`src/rtl/adc_pair_filter_if.sv`:
```
// Sample-pair input bus and averaged-result output bus of the ADC pair filter.
interface adc_pair_filter_if;
    logic        sample_valid;
    logic [11:0] in_a;
    logic [11:0] in_b;
    logic        clear;
    logic        avg_valid;
    logic [11:0] avg_a;
    logic [11:0] avg_b;
    logic [12:0] diff;
    logic        fault;

    // Upstream side: XADC sampling stage / coil control.
    modport master (
        output sample_valid, in_a, in_b, clear,
        input  avg_valid, avg_a, avg_b, diff, fault
    );

    // Filter side.
    modport slave (
        input  sample_valid, in_a, in_b, clear,
        output avg_valid, avg_a, avg_b, diff, fault
    );
endinterface

```
`src/rtl/adc_pair_filter.sv`:
```
// Box-car average of 2**LOG2_N channel A/B sample pairs with signed A-B output
// and a sticky over-range fault. Samples are taken on the rising edge of
// sample_valid so a held level counts once.
module adc_pair_filter #(
    parameter int unsigned LOG2_N       = 4,
    parameter logic [11:0] FAULT_THRESH = 12'd3900,
    parameter int unsigned FAULT_COUNT  = 3
) (
    input  logic             clk,
    input  logic             rst_n,
    adc_pair_filter_if.slave bus
);
    localparam int unsigned AW   = 12 + LOG2_N;
    localparam logic [3:0]  W_FC = 4'(FAULT_COUNT);

    typedef enum logic {
        ACC,
        OUT
    } state_t;

    state_t            r_state;
    logic              r_sv_d;
    logic [AW-1:0]     r_acc_a;
    logic [AW-1:0]     r_acc_b;
    logic [LOG2_N-1:0] r_cnt;
    logic [3:0]        r_over_cnt;
    logic              r_avg_valid;
    logic [11:0]       r_avg_a;
    logic [11:0]       r_avg_b;
    logic [12:0]       r_diff;
    logic              r_fault;

    logic              w_accept;
    logic              w_over;
    logic [AW-1:0]     w_in_a;
    logic [AW-1:0]     w_in_b;
    logic [11:0]       w_avg_a;
    logic [11:0]       w_avg_b;

    assign w_accept = bus.sample_valid & ~r_sv_d;
    assign w_over   = (bus.in_a >= FAULT_THRESH) || (bus.in_b >= FAULT_THRESH);
    assign w_in_a   = {{LOG2_N{1'b0}}, bus.in_a};
    assign w_in_b   = {{LOG2_N{1'b0}}, bus.in_b};
    assign w_avg_a  = r_acc_a[AW-1 -: 12];
    assign w_avg_b  = r_acc_b[AW-1 -: 12];

    assign bus.avg_valid = r_avg_valid;
    assign bus.avg_a     = r_avg_a;
    assign bus.avg_b     = r_avg_b;
    assign bus.diff      = r_diff;
    assign bus.fault     = r_fault;

    // Edge detect, accumulate/publish FSM and over-range fault tracking.
    always_ff @(posedge clk or negedge rst_n) begin
        if (!rst_n) begin
            r_state     <= ACC;
            r_sv_d      <= 1'b1;
            r_acc_a     <= '0;
            r_acc_b     <= '0;
            r_cnt       <= '0;
            r_over_cnt  <= '0;
            r_avg_valid <= 1'b0;
            r_avg_a     <= '0;
            r_avg_b     <= '0;
            r_diff      <= '0;
            r_fault     <= 1'b0;
        end else begin
            r_sv_d      <= bus.sample_valid;
            r_avg_valid <= 1'b0;
            if (bus.clear) begin
                r_state    <= ACC;
                r_acc_a    <= '0;
                r_acc_b    <= '0;
                r_cnt      <= '0;
                r_over_cnt <= '0;
                r_fault    <= 1'b0;
            end else begin
                // Fault lags the run counter by one cycle.
                if (r_over_cnt == W_FC) begin
                    r_fault <= 1'b1;
                end
                if (w_accept) begin
                    if (w_over) begin
                        if (r_over_cnt != W_FC) begin
                            r_over_cnt <= r_over_cnt + 4'd1;
                        end
                    end else begin
                        r_over_cnt <= '0;
                    end
                end
                case (r_state)
                    ACC: begin
                        if (w_accept) begin
                            r_acc_a <= r_acc_a + w_in_a;
                            r_acc_b <= r_acc_b + w_in_b;
                            r_cnt   <= r_cnt + LOG2_N'(1);
                            if (&r_cnt) begin
                                r_state <= OUT;
                            end
                        end
                    end
                    OUT: begin
                        r_avg_valid <= 1'b1;
                        r_avg_a     <= w_avg_a;
                        r_avg_b     <= w_avg_b;
                        r_diff      <= {1'b0, w_avg_a} - {1'b0, w_avg_b};
                        r_state     <= ACC;
                        // A sample arriving here starts the next window.
                        if (w_accept) begin
                            r_acc_a <= w_in_a;
                            r_acc_b <= w_in_b;
                            r_cnt   <= LOG2_N'(1);
                        end else begin
                            r_acc_a <= '0;
                            r_acc_b <= '0;
                            r_cnt   <= '0;
                        end
                    end
                    default: r_state <= ACC;
                endcase
            end
        end
    end
endmodule

```
`src/flat_wrapper.sv`:
```
// flat-port wrapper written by rule: the top's interface ports become plain ports
module adc_pair_filter_flat 
#(
    parameter int unsigned LOG2_N       = 4,
    parameter logic [11:0] FAULT_THRESH = 12'd3900,
    parameter int unsigned FAULT_COUNT  = 3
)
  (clk, rst_n, bus_sample_valid, bus_in_a, bus_in_b, bus_clear, bus_avg_valid, bus_avg_a, bus_avg_b, bus_diff, bus_fault);
  adc_pair_filter_if bus_i ();
  input  logic clk;
  input  logic rst_n;
  input wire logic [$bits(bus_i.sample_valid)-1:0] bus_sample_valid;
  input wire logic [$bits(bus_i.in_a)-1:0] bus_in_a;
  input wire logic [$bits(bus_i.in_b)-1:0] bus_in_b;
  input wire logic [$bits(bus_i.clear)-1:0] bus_clear;
  output wire logic [$bits(bus_i.avg_valid)-1:0] bus_avg_valid;
  output wire logic [$bits(bus_i.avg_a)-1:0] bus_avg_a;
  output wire logic [$bits(bus_i.avg_b)-1:0] bus_avg_b;
  output wire logic [$bits(bus_i.diff)-1:0] bus_diff;
  output wire logic [$bits(bus_i.fault)-1:0] bus_fault;
  assign bus_i.sample_valid = bus_sample_valid;
  assign bus_i.in_a = bus_in_a;
  assign bus_i.in_b = bus_in_b;
  assign bus_i.clear = bus_clear;
  assign bus_avg_valid = bus_i.avg_valid;
  assign bus_avg_a = bus_i.avg_a;
  assign bus_avg_b = bus_i.avg_b;
  assign bus_diff = bus_i.diff;
  assign bus_fault = bus_i.fault;
  adc_pair_filter #(.LOG2_N(LOG2_N), .FAULT_THRESH(FAULT_THRESH), .FAULT_COUNT(FAULT_COUNT)) u_core (.clk(clk), .rst_n(rst_n), .bus(bus_i));
endmodule
```
`config.mk`:
```
export PLATFORM = sky130hd
export DESIGN_NAME = adc_pair_filter_flat
export DESIGN_NICKNAME = d
export VERILOG_FILES = /design/src/rtl/adc_pair_filter_if.sv /design/src/rtl/adc_pair_filter.sv /design/src/flat_wrapper.sv
export SDC_FILE = /design/constraint.sdc
export NUM_CORES = 1
export LEC_CHECK = 0
export BUFFER_PORTS_ARGS = -buffer_cell sky130_fd_sc_hd__buf_4
export CORE_MARGIN = 5
export CORE_UTILIZATION = 55
export DETAILED_ROUTE_END_ITERATION = 10
export GPL_ROUTABILITY_DRIVEN = 0
export PLACE_DENSITY = 0.77
export SLEW_MARGIN = 0
export SYNTH_ARGS = -nofsm -noshare
export SYNTH_HDL_FRONTEND = slang
export SYNTH_SLANG_ARGS = --single-unit
```
`constraint.sdc`:
```
create_clock -name clk -period 5 [get_ports clk]
set_clock_uncertainty 0.15 [all_clocks]
set_input_delay 0.5 -clock clk [delete_from_list [all_inputs] [get_ports clk]]
set_output_delay 0.5 -clock clk [all_outputs]
set_load 0.01 [all_outputs]
```
## Word level (Yosys, flattened, before mapping)

Index checks and enable logic that the tools add are counted.

| word-level totals | value |
|---|---|
| register bits after elaboration | 81 |
| latch bits | 0 |
| memory bits (writable) | 0 |
| memory bits (read-only) | 0 |
| bits of input ports | 28 |
| output and inout bits | 39 |
| logic and storage cells | 56 |
| memories | 0 |

| operators by class | value |
|---|---|
| add/subtract/negate cells | 5 |
| multipliers | 0 |
| div/mod/pow operators | 0 |
| $lt $le $gt $ge | 2 |
| eq/ne operators | 4 |
| shifts and indexed selects | 0 |
| muxes and demuxes | 24 |
| bitwise operators | 4 |
| reductions and logical operators | 6 |

Operator list:

| operator | number |
|---|---|
| $mux W16 | 4 |
| $pmux W16 S2 | 2 |
| $add A16 B12 Y16 | 2 |
| $ge A12 B12 Y1 const B | 2 |
| $mux W12 | 2 |
| $mux W4 | 6 |
| $sub A12 B12 Y13 | 1 |
| $add A4 B1 Y4 const B | 2 |
| $mux W1 | 8 |
| $pmux W4 S2 | 1 |
| $eq A4 B2 Y1 const B | 1 |
| $ne A4 B2 Y1 const B | 1 |
| $reduce_and A2 Y1 | 2 |
| $reduce_and A4 Y1 | 1 |
| $reduce_bool A2 Y1 | 2 |
| $ne A3 B2 Y1 const B | 1 |
| $ne A3 B3 Y1 const B | 1 |
| $not A1 Y1 | 3 |
| $pmux W1 S2 | 1 |
| $and A1 B1 Y1 | 1 |
| $logic_or A1 B1 Y1 | 1 |

## Depth between registers and ports, before layout

| logic depth | value |
|---|---|
| depth in word-level cells | 5 |
| mapped depth | 10 |
| depth with buffers taken out | 10 |

## Worst setup path before layout

OpenSTA, ideal clock, no wires.

| path | value |
|---|---|
| kind | input to register |
| start | input bus_in_a[0] |
| end | register u_core.r_acc_a[14] |
| library setup time | 0.110 ns |
| arrival | 2.117 ns |
| data required time | 4.740 ns |
| slack | 2.623 ns |
| cell stages on the path | 9 |
| buffers on the path | 0 |
| cell sequence | ha_1 > inv_1 > fa_1 > nand2b_1 > a21oi_1 > o21bai_1 > a21oi_1 > a21boi_1 > o41ai_1 |

| on the way | value |
|---|---|
| word-level cells in the longest chain between the ends | 4 |

Ends and longest elaborated chain:

| what | RTL line | RTL |
|---|---|---|
| from (decl) | flat_wrapper.sv:13 | `input wire logic [$bits(bus_i.in_a)-1:0] bus_in_a;` |
| $add A16 B12 Y16 | adc_pair_filter.sv:94 | `r_acc_a <= r_acc_a + w_in_a;` |
| $mux W16 | adc_pair_filter.sv:93 | `if (w_accept) begin` |
| $pmux W16 S2 | adc_pair_filter.sv:91 | `case (r_state)` |
| $mux W16 | adc_pair_filter.sv:70 | `if (bus.clear) begin` |
| to (signal assigned) | adc_pair_filter.sv:94 |  |
| to (signal assigned) | adc_pair_filter.sv:110 | `r_acc_a <= w_in_a;` |
| to (decl) | adc_pair_filter.sv:23 | `logic [AW-1:0] r_acc_a;` |

No other way between the ends. The select of a mux whose other input is x is not followed.
A chain may end at the register's enable or synchronous reset.

## Worst setup path in the final report

| path | value |
|---|---|
| start | register u_core.r_acc_a[0] |
| end | register u_core.r_acc_a[14] |

| on the way | value |
|---|---|
| word-level cells in the longest chain between the ends | 4 |

Ends and longest elaborated chain:

| what | RTL line |
|---|---|
| $add A16 B12 Y16 | adc_pair_filter.sv:94 |
| $mux W16 | adc_pair_filter.sv:93 |
| $pmux W16 S2 | adc_pair_filter.sv:91 |
| $mux W16 | adc_pair_filter.sv:70 |

No other way between the ends. The select of a mux whose other input is x is not followed.

==> results.cfg <==
[placed_design]
dpl_worst_slack_ns = 2.24
dp.cells = 746
dp_hpwl_mm = 9.04
io_buffer_count = 66

[setup_path]
critical_path.cell_chain = ha_1, inv_1, fa_1, nand2b_1, a21oi_1, o21bai_1, a21oi_1, a21boi_1, o41ai_1
startpoint_type = flop
worstPathMaxFanout = 4
worst_ep_required_time_ns = 5.09
reg2reg_slack_ns = 2.47
slowest_stage = fa_1
path_class = reg -> reg
critical-path-max-stage-delay_ns = 0.37
crit_family = compound AO/OA/AOI/OAI gates
cpMostUsedCell = a21oi_1
worst-path-buf-inv = 1
worstPathArrival_ns = 2.62
crit_path_end_kind = flop

[yosys]
synth_simple_gate_area_share_pct = 18.7
ys_seq_area_share_pct = 40.1
synthesis.area_mm2 = 0.00506
synth.avg_cell_area_um2 = 8.61
synthMuxAreaShare_pct = 0.593
synth_ff_type = dfrtp_1
synth-edff-count = 0
synth_fp_nets = 657
synth_fa_ha_area_share_pct = 10.6
synth_compound_area_share_pct = 21.0
synth_top_family_by_area = compound AO/OA/AOI/OAI gates
async_flop_share_pct = 100
synth_warnings = 0
synth_xor_area_share_pct = 5.37
synth-seq-cells = 81
synth_cell_types = 54
syn_inst = 588

[timing]
layout_setup_ws_ns = 2.47
tightest_slew_ns = 1.03
setup_viol = 0
fmax_mhz = 395
fin_crit_ns = 2.53
slew_viol_final = 0
rsz0062_at_grt = false
setup-tns-final_ns = 0
post-route-period-util_pct = 50.6
hold_violations = 0
relSlewSlack_pct = 31.0

[layout]
regArea_mm2 = 0.00203
syn2layout_area_growth_pct = 15.2
multi_input_area_mm2 = 0.00285
nFillCells = 793
final_nets = 715
diodes = 0
layout-drive-gt1-share_pct = 14.3
final_cells = 762

[grt]
antenna_found_initial = 0
grt_usage_pct = 23.0
grt_max_degree = 82
grt_overflow = 0
grt_pass1_wl_mm = 21.2
grt_pass1_vias = 4494

[route]
drc = 0
drt_wl_total_mm = 12.2
wl_per_cell_um = 16.1
antenna_left = 0
drt-initial-drc-count = 216
dr.pass1.iters = 5
vias = 4526
routed_via_density = 5.94

[clock_network]
cts_setup_buffers = 0
cts_tree = done
cts_buffer_depth = 2
hold_buffers = 0
clock-sinks = 81
cts_resized = 0
clk_latency_ns = 0.34
cts_max_level = 3
cts-root-buf = clkbuf_8
path_clk_slew_ns = 0.08
cts-buffers-inserted = 9

[floorplanning]
row_count = 35
die_area_mm2 = 0.0112
dieHeight_um = 106
initial_utilization_pct = 55.5
die_w_um = 106
pin_count = 67
core_region_area_mm2 = 0.00911

[run_status]
status = completed

[job]
max-cap-violations = 0

[min_path]
hold_path.class = in -> reg

[pwr]
p_per_area_mw_per_mm2 = 268
ir_drop_v = 0.000139
p_leak_nw = 2.74
final timing paths:
path	to	start	depth (start not counted)
setup / recovery	u_core.r_acc_a[14]	u_core.r_acc_a[0]	9
max in group asynchronous	u_core.r_over_cnt[3]	rst_n	1
hold reg to reg	u_core.bus.avg_b[6]	u_core.bus.avg_b[6]	2
min in group asynchronous	u_core.bus.avg_b[1]	rst_n	1
setup reg to reg	u_core.r_acc_a[14]	u_core.r_acc_a[0]	9
hold / removal	u_core.r_sv_d	bus_sample_valid	1
sequential cells by signal (all words and copies together) (netlist names):
register and count:
u_core.bus.avg_a 12, u_core.bus.avg_b 12, u_core.bus.avg_valid 1, u_core.bus.diff 13, u_core.bus.fault 1, u_core.r_acc_a 16
u_core.r_acc_b 16, u_core.r_cnt 4, u_core.r_over_cnt 4, u_core.r_state 1, u_core.r_sv_d 1
layout by cell type (no fill, tap or decap), drive strengths merged, types with 3 or more instances in the layout:
cell	n
dfrtp	80
o31ai	5
a31oi	13
clkbuf	12
ha	38
nand4	6
nand2	91
xor2	10
nand3	16
nor2	53
or3	3
fa	3
nand2b	14
a22oi	7
xnor2	21
a211oi	6
inv	24
o41ai	3
a21oi	46
and3	3
o22ai	4
nor2b	7
buf	70
o2111ai	3
a21o	6
o21ai	57
nor3	9
o21a	9
mux2i	3
power breakdown:
group / total, mW / leakage, nW / internal [mW] / switching, mW
sequential: 0.703 / 1.11 / 0.678 / 0.0253
combinational: 0.374 / 1.53 / 0.163 / 0.211
clock: 0.484 / 0.0970 / 0.246 / 0.238
area by class of cell:
type | instances | share of cell area, %
multi-input cells | 460 | 48.9
flip-flops and latches | 81 | 34.8
repair buffers | 70 | 9.01
clock buffers | 12 | 2.49
well taps | 111 | 2.38
inverters | 24 | 1.55
clock inverters | 4 | 0.880
stage by stage:
stage                     area, um^2  hold WS [ns]  utilization, %  power (mW)
after floorplan                 5060        0.0544               -       0.978
after global placement          5630         0.313            61.9        1.07
after detailed placement        5630         0.315            61.9        1.09
after CTS                       5830         0.107            64.0        1.58
after global routing            5830         0.105            64.0        1.65
final                           5830         0.118            64.0        1.56
cell families after synthesis:
group	after synthesis
compound gates	173
xor+xnor	31
fa+ha+maj	41
buf+inv	47
flops	81
mux	3
simple gates	212
per-layer routing:
| layer | track usage [%] | part of all wire (%) | wire [um] |
|---|---|---|---|
| met1 | 31.3 | 44 | 5390 |
| met2 | 38.6 | 49 | 5960 |
| met3 | 3.34 | 5.6 | 686 |
| met4 | 6.11 | 1.6 | 192 |
| met5 | 0 | 0 | 0 |
synth_stat cells (12+ instances only):
master	instances	area, um^2
nand2b_1	14	87.6
nand3_1	16	80.1
nand2_1	91	342
ha_1	38	475
o21ai_0	45	225
a21oi_1	45	225
xnor2_1	21	184
inv_1	23	86.3
nor2_1	53	199
dfrtp_1	80	2000
o21ai_1	12	60.1
clkbuf_1	18	67.6
a31oi_1	12	75.1
Power figures use the tool's default switching activity.
